**src/rtl/flipflop_bank_if.sv**
```systemverilog
// Signal bundle between the flip-flop bank and whatever drives its inputs
// and reads its state. The master drives the mode and per-bit controls.
// The slave (the bank) returns state and status.
interface flipflop_bank_if #(
  parameter int WIDTH = 4
);

  logic [1:0]       Mode;
  logic [WIDTH-1:0] J;
  logic [WIDTH-1:0] K;
  logic [WIDTH-1:0] Setn;
  logic [WIDTH-1:0] Clrn;
  logic [WIDTH-1:0] Q;
  logic [WIDTH-1:0] Q_n;
  logic             Tick;
  logic [WIDTH-1:0] Changed;
  logic [WIDTH-1:0] Illegal;

  modport master (
    output Mode, J, K, Setn, Clrn,
    input  Q, Q_n, Tick, Changed, Illegal
  );

  modport slave (
    input  Mode, J, K, Setn, Clrn,
    output Q, Q_n, Tick, Changed, Illegal
  );

endinterface

```
**src/rtl/flipflop_bank.sv**
```systemverilog
// Bank of WIDTH flip-flops with a run-time selectable JK / D / T / SR mode.
// An internal divider produces a one-cycle update tick every DIV cycles.
// Q only advances on tick edges, so the whole block runs on CLK with no
// derived clocks. Change strobes and SR illegal-input flags trail each
// update by one cycle.
module flipflop_bank #(
  parameter int               WIDTH = 4,
  parameter int               DIV   = 12_500_000,
  parameter int               CNT_W = 24,
  parameter logic [WIDTH-1:0] INIT  = '0
) (
  input  logic              CLK,
  input  logic              RST,
  flipflop_bank_if.slave    ff_bus
);

  typedef enum logic [1:0] {
    MODE_JK = 2'b00,
    MODE_D  = 2'b01,
    MODE_T  = 2'b10,
    MODE_SR = 2'b11
  } mode_e;

  // Terminal count of the divider; with DIV=1 it is 0 and every cycle ticks.
  localparam logic [CNT_W-1:0] LP_LAST = CNT_W'(DIV - 1);
  localparam logic [CNT_W-1:0] LP_ONE  = CNT_W'(1);

  logic [CNT_W-1:0] r_cnt;
  logic             r_tick;
  logic [WIDTH-1:0] r_q;
  logic [WIDTH-1:0] r_changed;
  logic [WIDTH-1:0] r_illegal;

  logic [WIDTH-1:0] w_q_next;
  logic [WIDTH-1:0] w_illegal;
  mode_e            w_mode;

  // Next value of one bit. Preset beats clear, and both beat the mode logic.
  function automatic logic f_bit_next(
    input mode_e mode,
    input logic  j,
    input logic  k,
    input logic  setn,
    input logic  clrn,
    input logic  q
  );
    logic nxt;
    nxt = q;
    if (!setn) begin
      nxt = 1'b1;
    end else if (!clrn) begin
      nxt = 1'b0;
    end else begin
      unique case (mode)
        MODE_JK: begin
          unique case ({j, k})
            2'b00:   nxt = q;
            2'b01:   nxt = 1'b0;
            2'b10:   nxt = 1'b1;
            default: nxt = ~q;
          endcase
        end
        MODE_D:  nxt = j;
        MODE_T:  nxt = q ^ j;
        default: begin
          // SR: S=R=1 is treated as hold and reported separately.
          unique case ({j, k})
            2'b10:   nxt = 1'b1;
            2'b01:   nxt = 1'b0;
            default: nxt = q;
          endcase
        end
      endcase
    end
    return nxt;
  endfunction

  // S=R=1 in SR mode is only meaningful when no preset/clear overrides it.
  function automatic logic f_bit_illegal(
    input mode_e mode,
    input logic  j,
    input logic  k,
    input logic  setn,
    input logic  clrn
  );
    return (mode == MODE_SR) && setn && clrn && j && k;
  endfunction

  assign w_mode = mode_e'(ff_bus.Mode);

  // Per-bit next state and illegal flag from the current inputs.
  always_comb begin
    w_q_next  = r_q;
    w_illegal = '0;
    for (int i = 0; i < WIDTH; i++) begin
      w_q_next[i]  = f_bit_next(w_mode, ff_bus.J[i], ff_bus.K[i],
                                ff_bus.Setn[i], ff_bus.Clrn[i], r_q[i]);
      w_illegal[i] = f_bit_illegal(w_mode, ff_bus.J[i], ff_bus.K[i],
                                   ff_bus.Setn[i], ff_bus.Clrn[i]);
    end
  end

  // Divider: counts 0..DIV-1 and wraps; reset restarts the period.
  always_ff @(posedge CLK) begin
    if (RST) begin
      r_cnt <= '0;
    end else if (r_cnt == LP_LAST) begin
      r_cnt <= '0;
    end else begin
      r_cnt <= r_cnt + LP_ONE;
    end
  end

  // Registered tick: high for the single cycle after the terminal count.
  always_ff @(posedge CLK) begin
    if (RST) begin
      r_tick <= 1'b0;
    end else begin
      r_tick <= (r_cnt == LP_LAST);
    end
  end

  // State update on tick edges; status strobes describe that update next cycle.
  always_ff @(posedge CLK) begin
    if (RST) begin
      r_q       <= INIT;
      r_changed <= '0;
      r_illegal <= '0;
    end else if (r_tick) begin
      r_q       <= w_q_next;
      r_changed <= w_q_next ^ r_q;
      r_illegal <= w_illegal;
    end else begin
      r_changed <= '0;
      r_illegal <= '0;
    end
  end

  assign ff_bus.Q       = r_q;
  assign ff_bus.Q_n     = ~r_q;
  assign ff_bus.Tick    = r_tick;
  assign ff_bus.Changed = r_changed;
  assign ff_bus.Illegal = r_illegal;

endmodule

```
**src/flat_wrapper.sv**
```systemverilog
// flat-port wrapper written by rule: the top's interface ports become plain ports
module flipflop_bank_flat 
#(
  parameter int               WIDTH = 4,
  parameter int               DIV   = 12_500_000,
  parameter int               CNT_W = 24,
  parameter logic [WIDTH-1:0] INIT  = '0
)
  (CLK, RST, ff_bus_Mode, ff_bus_J, ff_bus_K, ff_bus_Setn, ff_bus_Clrn, ff_bus_Q, ff_bus_Q_n, ff_bus_Tick, ff_bus_Changed, ff_bus_Illegal);
  flipflop_bank_if #(.WIDTH(WIDTH)) ff_bus_i ();
  input  logic CLK;
  input  logic RST;
  input wire logic [$bits(ff_bus_i.Mode)-1:0] ff_bus_Mode;
  input wire logic [$bits(ff_bus_i.J)-1:0] ff_bus_J;
  input wire logic [$bits(ff_bus_i.K)-1:0] ff_bus_K;
  input wire logic [$bits(ff_bus_i.Setn)-1:0] ff_bus_Setn;
  input wire logic [$bits(ff_bus_i.Clrn)-1:0] ff_bus_Clrn;
  output wire logic [$bits(ff_bus_i.Q)-1:0] ff_bus_Q;
  output wire logic [$bits(ff_bus_i.Q_n)-1:0] ff_bus_Q_n;
  output wire logic [$bits(ff_bus_i.Tick)-1:0] ff_bus_Tick;
  output wire logic [$bits(ff_bus_i.Changed)-1:0] ff_bus_Changed;
  output wire logic [$bits(ff_bus_i.Illegal)-1:0] ff_bus_Illegal;
  assign ff_bus_i.Mode = ff_bus_Mode;
  assign ff_bus_i.J = ff_bus_J;
  assign ff_bus_i.K = ff_bus_K;
  assign ff_bus_i.Setn = ff_bus_Setn;
  assign ff_bus_i.Clrn = ff_bus_Clrn;
  assign ff_bus_Q = ff_bus_i.Q;
  assign ff_bus_Q_n = ff_bus_i.Q_n;
  assign ff_bus_Tick = ff_bus_i.Tick;
  assign ff_bus_Changed = ff_bus_i.Changed;
  assign ff_bus_Illegal = ff_bus_i.Illegal;
  flipflop_bank #(.WIDTH(WIDTH), .DIV(DIV), .CNT_W(CNT_W), .INIT(INIT)) u_core (.CLK(CLK), .RST(RST), .ff_bus(ff_bus_i));
endmodule
```
**config.mk**
```make
export PLATFORM = sky130hd
export DESIGN_NAME = flipflop_bank_flat
export DESIGN_NICKNAME = d
export VERILOG_FILES = /design/src/rtl/flipflop_bank_if.sv /design/src/rtl/flipflop_bank.sv /design/src/flat_wrapper.sv
export SDC_FILE = /design/constraint.sdc
export NUM_CORES = 1
export LEC_CHECK = 0
export ABC_CLOCK_PERIOD_IN_PS = 2900
export CAP_MARGIN = 25
export CORE_UTILIZATION = 35
export DETAILED_ROUTE_END_ITERATION = 12
export GPL_TIMING_DRIVEN = 0
export MAX_ROUTING_LAYER = met4
export PLACE_DENSITY = 0.55
export SYNTH_ARGS = -nofsm -noshare
export SYNTH_HDL_FRONTEND = slang
export SYNTH_SLANG_ARGS = --single-unit
```
**constraint.sdc**
```tcl
create_clock -name CLK -period 2.9 [get_ports CLK]
set_input_delay 0.29 -clock CLK [delete_from_list [all_inputs] [get_ports CLK]]
set_output_delay 0.29 -clock CLK [all_outputs]
set_load 0.05 [all_outputs]
```
== Word-level counts from Yosys, hierarchy flattened ==
Index checks and enable logic that the tools add are counted.
Storage, ports and cells
  flip-flop bits (word level): 37
  input bits: 20
  output and inout port bits: 17
  word-level logic and storage cells: 72
Cells by class
  add/sub/neg operators: 1
  equal/unequal tests: 12
  multiplexer cells: 20
  bitwise operators: 11
  reductions and logical operators: 23
Operators by type and width (count)
  24-bit by 1-bit adder with 24-bit output (second input constant): 1
  24-bit equality test (second input constant): 1
  1-bit one-hot mux with 3 select lines: 8
  1-bit logical AND: 16
  2-bit equality test (second input constant): 6
  2-bit by 1-bit equality test with 1-bit output (second input constant): 5
  2-bit logical NOT: 5
  1-bit 2-to-1 mux: 8
  1-bit one-hot mux with 2 select lines: 4
  1-bit NOT: 5
  4-bit NOT: 1
  2-bit OR reduction: 2
  1-bit bitwise XOR: 4
  4-bit bitwise XOR: 1

== Depth between registers and ports, before layout ==
Gate-level depths: netlist (run 1).
  depth in word-level cells: 6
  gate-level depth with buffers: 6
  depth with buffers taken out: 6

== Worst setup path before layout (run 1) ==
Ideal clock, no wire load.
  path type: reg-to-reg
  start: reg u_core.r_tick, in the netlist u_core.ff_bus.Tick
  end: reg u_core.r_illegal[0], in the netlist u_core.ff_bus.Illegal[0]
  library setup time: 0.065 ns
  data arrival time: 1.571 ns
  data required time: 2.835 ns
  path slack: 1.263 ns
  cell stages (with the launch flop): 6
  buffers on the path: 2
  period minus slack after synthesis: 1.637 ns
  cell sequence: dfxtp_1 clkbuf_1 nor2b_1 clkbuf_1 nand3_1 nor2_1
Between the ends
  cells in the longest elaborated chain, start to end: 2
Ends and longest elaborated chain
  start: declaration: RTL line flipflop_bank.sv:29  | logic r_tick;
  start signal: assignment: RTL line flipflop_bank.sv:119  | r_tick <= (r_cnt == LP_LAST);
  1-bit NOT (no source line)
  2-bit OR reduction (no source line)
  end signal: assignment: RTL line flipflop_bank.sv:132  | r_illegal <= w_illegal;
  end: declaration: RTL line flipflop_bank.sv:32  | logic [WIDTH-1:0] r_illegal;
Every way passes these cells.
A chain may end at the register's enable or synchronous reset.

== Worst setup path in the final report (run 1) ==
  start: reg u_core.r_q[2], in the netlist u_core.ff_bus.Q[2]
  end: out ff_bus_Q[2]
RTL lines
  start: declaration: RTL line flipflop_bank.sv:30  | logic [WIDTH-1:0] r_q;
  start signal: assignment: RTL line flipflop_bank.sv:130  | r_q <= w_q_next;
  end: declaration: RTL line flat_wrapper.sv:18  | output wire logic [$bits(ff_bus_i.Q)-1:0] ff_bus_Q;
No word-level cell between the ends.

==> summary.md, run 1 <==
| Metric | Value |
|---|---|
| WHS Endpoint | `u_core.r_cnt[0]$_SDFF_PP0_` |
| Layout cell share with drive strength beyond 1 | `10.9%` |
| Initial antenna violation count | `0` |
| I/O Buffers | `35` |
| Yosys reg bits | `37` |
| CP bufs+invs | `1` |
| DRT Pass-1 Iters | `4` |
| RSZ-0062 raised after global routing | `no` |
| CTS tree | `done` |
| Clock transition at path regs | `70 ps` |
| Vias per cell | `5.19` |
| Sequential share of the synthesized area | `38.4%` |
| Die Span Y | `76.2 um` |
| Post-route cell area | `2480 um^2` |
| Post-DP Area | `2360 um^2` |
| Post-synthesis mux area share | `6.49%` |
| Final hold vios | `0` |
| Actual slew at the worst max-slew pin | `524 ps` |
| Distinct cells, synth | `39` |
| Commonest cells after routing, fill and taps aside | `dfxtp_1, clkdlybuf4s50_1, nor2_1` |
| Syn nets | `240` |
| Period utilization | `65.9%` |
| Critical path type | `register to output port` |
| Synth area leader | `dfxtp_1` |
| WL final | `4260 um` |
| Synthesized cell area | `1930 um^2` |
| Worst R2R Start | `u_core.r_cnt[0]$_SDFF_PP0_` |
| CTS Root Cell | `clkbuf_8` |
| Setup-failing EPs final | `0` |
| Final HPWL DP | `3070 um` |
| DRC viols | `0` |
| Ys Warns | `0` |
| Post-CTS Setup Bufs | `0` |
| Worst R2R End | `u_core.r_cnt[22]$_SDFF_PP0_` |
| GRT Residual Overflow | `0` |
| Diode count | `0` |
| Worst Setup End Kind | `output port` |
| Worst-path maximum fanout | `7` |
| Commonest non-fill, non-tap cell in the layout | `dfxtp_1` |
| CP required | `2610 ps` |
| Final setup skew | `8.24 ps` |
| Die extent in x | `76.2 um` |
| Largest net degree at the start of global routing | `12` |
| HP Class | `register to register` |
| Adder-cell share of the synthesized area | `3.25%` |
| Pins Over Slew Limit | `0` |
| Fmax | `524 MHz` |
| Worst skew pair latency | `290 ps` |
| Max stage delay on crit path | `860 ps` |
| Critical-path top delay cell | `clkdlybuf4s50_1` |
| Num CTS Buffers | `5` |
| Clk sinks | `37` |
| Max clock buf depth | `2` |
| Largest family of logic cells by synthesized area | `simple AND/OR/NAND/NOR gates` |
| Iter 0 DRT Violations | `94` |
| Die area | `5810 um^2` |
| Worst r2r path cells | `6` |
| Critical Path Start Type | `register` |
| GRT Util Overall | `15.8%` |
| Compound-gate portion of the synthesized area | `13.7%` |
| Via count | `1703` |
| Cts hold-fix bufs | `0` |
| First-pass GRT wire length | `7000 um` |
| Worst path cell trace | `clkdlybuf4s50_1` |
| Post-CTS Resized | `0` |
| IR drop worst, VDD | `0.000183 V` |
| Drt wl/cell | `13.0 um` |
| Initial core utilization | `37.0%` |
| H-tree Lvls | `2` |
| CP top delay family | `buffers and inverters` |
| Site row count | `26` |
| Syn Inst Count | `215` |
| Leakage power | `0.904 nW` |
| Slew headroom | `65.0%` |
| PD cells | `430 nW/um^2` |
| Final min period | `1910 ps` |
| FFs w/ async S/R, synth | `0%` |
| Main synth FF type | `dfxtp_1` |
| Max-cap viol count | `0` |
| Crit path DAT | `1620 ps` |
| Core area | `5200 um^2` |
| Hold Path Origin | `u_core.r_cnt[0]$_SDFF_PP0_` |
| Fin nets | `282` |
| Hold depth | `1` |
| Largest cells by area after synthesis | `dfxtp_1, xor2_1, nor2_1` |
| Synthesized area per cell | `8.96 um^2` |
| Number of global-route vias before repair | `1485` |
| Final ANT Viol Nets | `0` |
| Status | `finished, final reports clean` |
| Final setup TNS | `0 ps` |
| Final hold slack | `489 ps` |
| Area Growth Syn to Fin | `28.8%` |
| I/O Pins | `37` |
| Number of flops mapped to enable cells by yosys | `0` |
| Share of the synthesized area in the top cell type | `38.4%` |
| Post-synthesis simple-gate area fraction | `26.9%` |
| GPL Wtd Cong | `0.765` |
| Synth Area in XOR/XNOR | `5.91%` |
| Worst reg2reg setup slack | `1060 ps` |
[through the flow]
step	power, W	worst slack [ps]	instances	utilization, %
final	0.00107	990	328	47.7
after global routing	0.00112	935	328	47.7
after CTS	0.00108	978	328	47.7
after detailed placement	0.000610	799	320	45.4
after global placement	0.000609	788	320	45.4
after floorplan	0.000568	1260	215	-
[Yosys cell counts, types with 5 or more instances]
cell type / instances
dfxtp_1: 37
nor2_1: 23
nand2_1: 17
xor2_1: 12
nand3_1: 10
nand4_1: 10
inv_1: 9
a211oi_1: 8
a21oi_1: 8
mux2i_1: 8
o31ai_1: 7
or4_1: 7
ha_1: 5
nor2b_1: 5
[cells by family (layout without fill, tap and decap cells)]
logic type | count (synthesis) | after routing
mux | 12 | 12
compound gates | 35 | 35
simple gates | 93 | 93
fa+ha+maj | 5 | 5
flops | 37 | 37
buf+inv | 20 | 63
xor+xnor | 13 | 13
[routing by layer]
| metal | track usage [%] | wire, um |
|---|---|---|
| met3 | 4.19 | 248 |
| met5 | - | 0 |
| met1 | 20.0 | 2040 |
| met2 | 23.6 | 1910 |
| met4 | 7.12 | 65 |
[worst max path at each step]
stage / startpoint / to / slack, ps / cells after the start
floorplan: u_core.ff_bus.Tick$_SDFF_PP0_ / u_core.ff_bus.Illegal[0]$_SDFF_PP0_ / 1260 / 5
global placement: ff_bus_K[0] / u_core.ff_bus.Changed[0]$_SDFF_PP0_ / 790 / 7
detailed placement: ff_bus_K[3] / u_core.ff_bus.Changed[3]$_SDFF_PP0_ / 800 / 7
CTS: u_core.ff_bus.Q[2]$_SDFFE_PP0P_ / ff_bus_Q[2] / 980 / 1
global route: u_core.ff_bus.Q[2]$_SDFFE_PP0P_ / ff_bus_Q[2] / 940 / 1
finish: u_core.ff_bus.Q[2]$_SDFFE_PP0P_ / ff_bus_Q[2] / 990 / 1
[registers in the layout, indices dropped and copies added, names as in the netlist]
name	cells
u_core.r_cnt	24
u_core.ff_bus.Changed	4
u_core.ff_bus.Illegal	4
u_core.ff_bus.Q	4
u_core.ff_bus.Tick	1
[final cells by class]
cell class,instances,area (um^2)
buffer,11,68.8
tap,70,87.6
timing repair buffer,35,350
inverter,9,33.8
multi-input combinational,158,1080
clock inverter,1,30.0
fill,531,2720
sequential,37,741
clock buffer,7,86.3
[where the power goes]
| group | leakage (nW) | total, W | internal [W] | switching, W |
|---|---|---|---|---|
| combinational | 0.547 | 0.0000826 | 0.0000466 | 0.0000360 |
| sequential | 0.298 | 0.000515 | 0.000511 | 0.00000386 |
| clock | 0.0585 | 0.000469 | 0.000281 | 0.000188 |
| total | 0.904 | 0.00107 | 0.000838 | 0.000228 |
Note: power is estimated with default switching activity, not from simulation.
==> inputs of run 2 (changes only) <==
- ABC_CLOCK_PERIOD_IN_PS: 2900 -> 1700
- PLACE_DENSITY: 0.55 -> 0.57
- clock period: 2.9 -> 1.7 ns (I/O delays scaled with it)
==> run 2 against run 1 <==
  * The flow now finishes with violations (negative setup slack)
  * Die area is the same
  * First-iteration DRC count decreased by 6.4%
  * Cell count rose by 2.4%
  * Sequential share of layout area decreased by 2.1 points
  * Largest cell class unchanged
  * Utilization increased by 4.6 points
  * Register-to-register slack got worse by 1100 ps
  * Setup slack worse by 1100 ps
  * Cell area increased by 9.6%
  * Clock-buffer cell count shrank 2
==> summary.md, run 2 (synthesis gave the netlist of run 1 again) <==
| Metric | Value |
|---|---|
| Slew headroom | `65.3%` |
| Filler Cell Count | `521` |
| Worst r2r path cells | `7` |
| Largest register by flop count | `u_core.r_cnt` |
| Worst setup startpoint | `u_core.r_cnt[9]$_SDFF_PP0_` |
| Setup-failing EPs final | `24` |
| I/O Buffers | `35` |
| Hold depth | `3` |
| Worst path cell trace | `nor4_4 > nand4b_1 > buf_4 > o41ai_4 > buf_6 > clkbuf_16 > nor2_1` |
| Die area | `5810 um^2` |
| I/O Pins | `37` |
| CTS tree | `done` |
| Final hold slack | `161 ps` |
| Status | `finished with violations` |
| Core area | `5200 um^2` |
| Pwr Total | `0.00166 W` |
| Pins Over Slew Limit | `0` |
| Max stage delay on crit path | `370 ps` |
| Commonest cells after routing, fill and taps aside | `dfxtp_1, clkdlybuf4s50_1, nand2_1` |
| Final HPWL DP | `3150 um` |
| HP Class | `input pin to register` |
| DRT Pass-1 Iters | `4` |
| Fmax | `560 MHz` |
| CP required | `1880 ps` |
| Post-placement cell count | `320` |
| DRC viols | `0` |
| Final min period | `1790 ps` |
| IR drop worst, VDD | `0.000277 V` |
| Layout Cells excl Fill | `336` |
| Share of power burned in registers | `52.9%` |
| Worst Setup End Kind | `register` |
| Actual slew at the worst max-slew pin | `519 ps` |
| Post-layout util | `52.2%` |
| Max-cap viol count | `0` |
| Critical Path Start Type | `register` |
| GRT Residual Overflow | `0` |
| Crit path DAT | `1970 ps` |
| Site row count | `26` |
| Logic pwr share | `10.6%` |
| Critical path type | `register to register` |
| Drt wl/cell | `13.8 um` |
| Final setup margin | `-85.2 ps` |
| Largest net degree at the start of global routing | `13` |
| RSZ-0062 raised after global routing | `yes` |
| H-tree Lvls | `2` |
| Clock share of power | `36.5%` |
| Worst R2R Start | `u_core.r_cnt[9]$_SDFF_PP0_` |
| Vias per cell | `5.22` |
| Place WS | `-294 ps` |
| Commonest non-fill, non-tap cell in the layout | `dfxtp_1` |
| Area Growth Syn to Fin | `41.1%` |
| Worst-path maximum fanout | `6` |
| CP top delay family | `buffers and inverters` |
| Layout cell share with drive strength beyond 1 | `26.7%` |
| Hold Path Origin | `ff_bus_K[3]` |
| WL final | `4650 um` |
| FF/Latch Area | `754 um^2` |
| Max clock buf depth | `2` |
| Number of global-route vias before repair | `1748` |
| CTS Root Cell | `clkbuf_8` |
| Iter 0 DRT Violations | `88` |
| Initial core utilization | `37.0%` |
| Largest register FFs | `24` |
| Via count | `1753` |
| Sw Pwr | `0.000407 W` |
| Num CTS Buffers | `5` |
| Worst reg2reg setup slack | `-90 ps` |
| Fin nets | `290` |
| GPL Wtd Cong | `0.731` |
| Critical-path top delay cell | `dfxtp_4` |
| Pint | `0.00125 W` |
| Failing checks | `negative setup slack` |
| Diode count | `0` |
| Die Span Y | `76.2 um` |
| PD cells | `611 nW/um^2` |
| Die extent in x | `76.2 um` |
| Clk sinks | `37` |
| Area taken by multi-input logic gates | `1220 um^2` |
| Final hold vios | `0` |
| Worst skew pair latency | `290 ps` |
| Cts hold-fix bufs | `0` |
| GRT Util Overall | `17.4%` |
| Sw Share | `24.5%` |
| Initial antenna violation count | `0` |
| Period utilization | `105%` |
| Worst R2R End | `u_core.r_cnt[9]$_SDFF_PP0_` |
| CP bufs+invs | `3` |
| Clock transition at path regs | `80 ps` |
| Final setup skew | `8.38 ps` |
| WHS Endpoint | `u_core.ff_bus.Illegal[3]$_SDFF_PP0_` |
| Final ANT Viol Nets | `0` |
| Leakage power | `1.03 nW` |
| First-pass GRT wire length | `7960 um` |
## run 2: metal layers
metal	global-route usage, %	share of wire [%]
met5	-	0
met3	3.71	4.7
met4	6.54	1.5
met1	20.3	44
met2	29.4	50
## run 2: how the worst max path moves through the flow
stage / slack [ps] / cells past startpoint / to
floorplan: 60 / 5 / u_core.ff_bus.Illegal[0]$_SDFF_PP0_
global placement: -270 / 7 / u_core.ff_bus.Changed[1]$_SDFF_PP0_
detailed placement: -290 / 7 / u_core.ff_bus.Changed[0]$_SDFF_PP0_
CTS: 4 / 6 / u_core.r_cnt[21]$_SDFF_PP0_
global route: -200 / 7 / u_core.r_cnt[19]$_SDFF_PP0_
finish: -90 / 7 / u_core.r_cnt[9]$_SDFF_PP0_
## run 2: timing repair
| action | 4_1_cts | 5_1_grt |
|---|---|---|
| gates cloned | 0 | 2 |
| resized for setup | 20 | 51 |
| pin swaps | 3 | 22 |
| hold endpoints to repair | 0 | 0 |
| setup buffers | 3 | 3 |
| setup endpoints to repair | 31 | 34 |
## run 2: per-stage QoR
stage               TNS (ps)  area (um^2)
floorplan                  0         1930
global placement       -5220         2360
detailed placement     -5530         2360
CTS                        0         2490
global route           -3830         2720
finish                 -1390         2720
## run 2: layout make-up
| type | instances | area share [%] |
|---|---|---|
| clock buffers | 5 | 2.53 |
| inverters | 9 | 1.24 |
| repair buffers | 43 | 16.4 |
| well taps | 70 | 3.22 |
| flip-flops and latches | 37 | 27.7 |
| multi-input cells | 158 | 44.8 |
| clock inverters | 3 | 0.644 |
| plain buffers | 11 | 3.36 |
## run 2: power by group through the flow
stage | clock network (W) | logic, W | registers (W)
floorplan | 0 | 0.0000718 | 0.000897
global placement | 0 | 0.000141 | 0.000899
detailed placement | 0 | 0.000143 | 0.000899
CTS | 0.000632 | 0.000149 | 0.000880
global route | 0.000667 | 0.000193 | 0.000880
finish | 0.000607 | 0.000176 | 0.000878
## run 2: worst register-to-register path, stage by stage (launching register included)
cell and delay, ps:
dfxtp_4 370, nor4_4 290, nand4b_1 170, buf_4 180, o41ai_4 290, buf_6 190, clkbuf_16 160, nor2_1 40
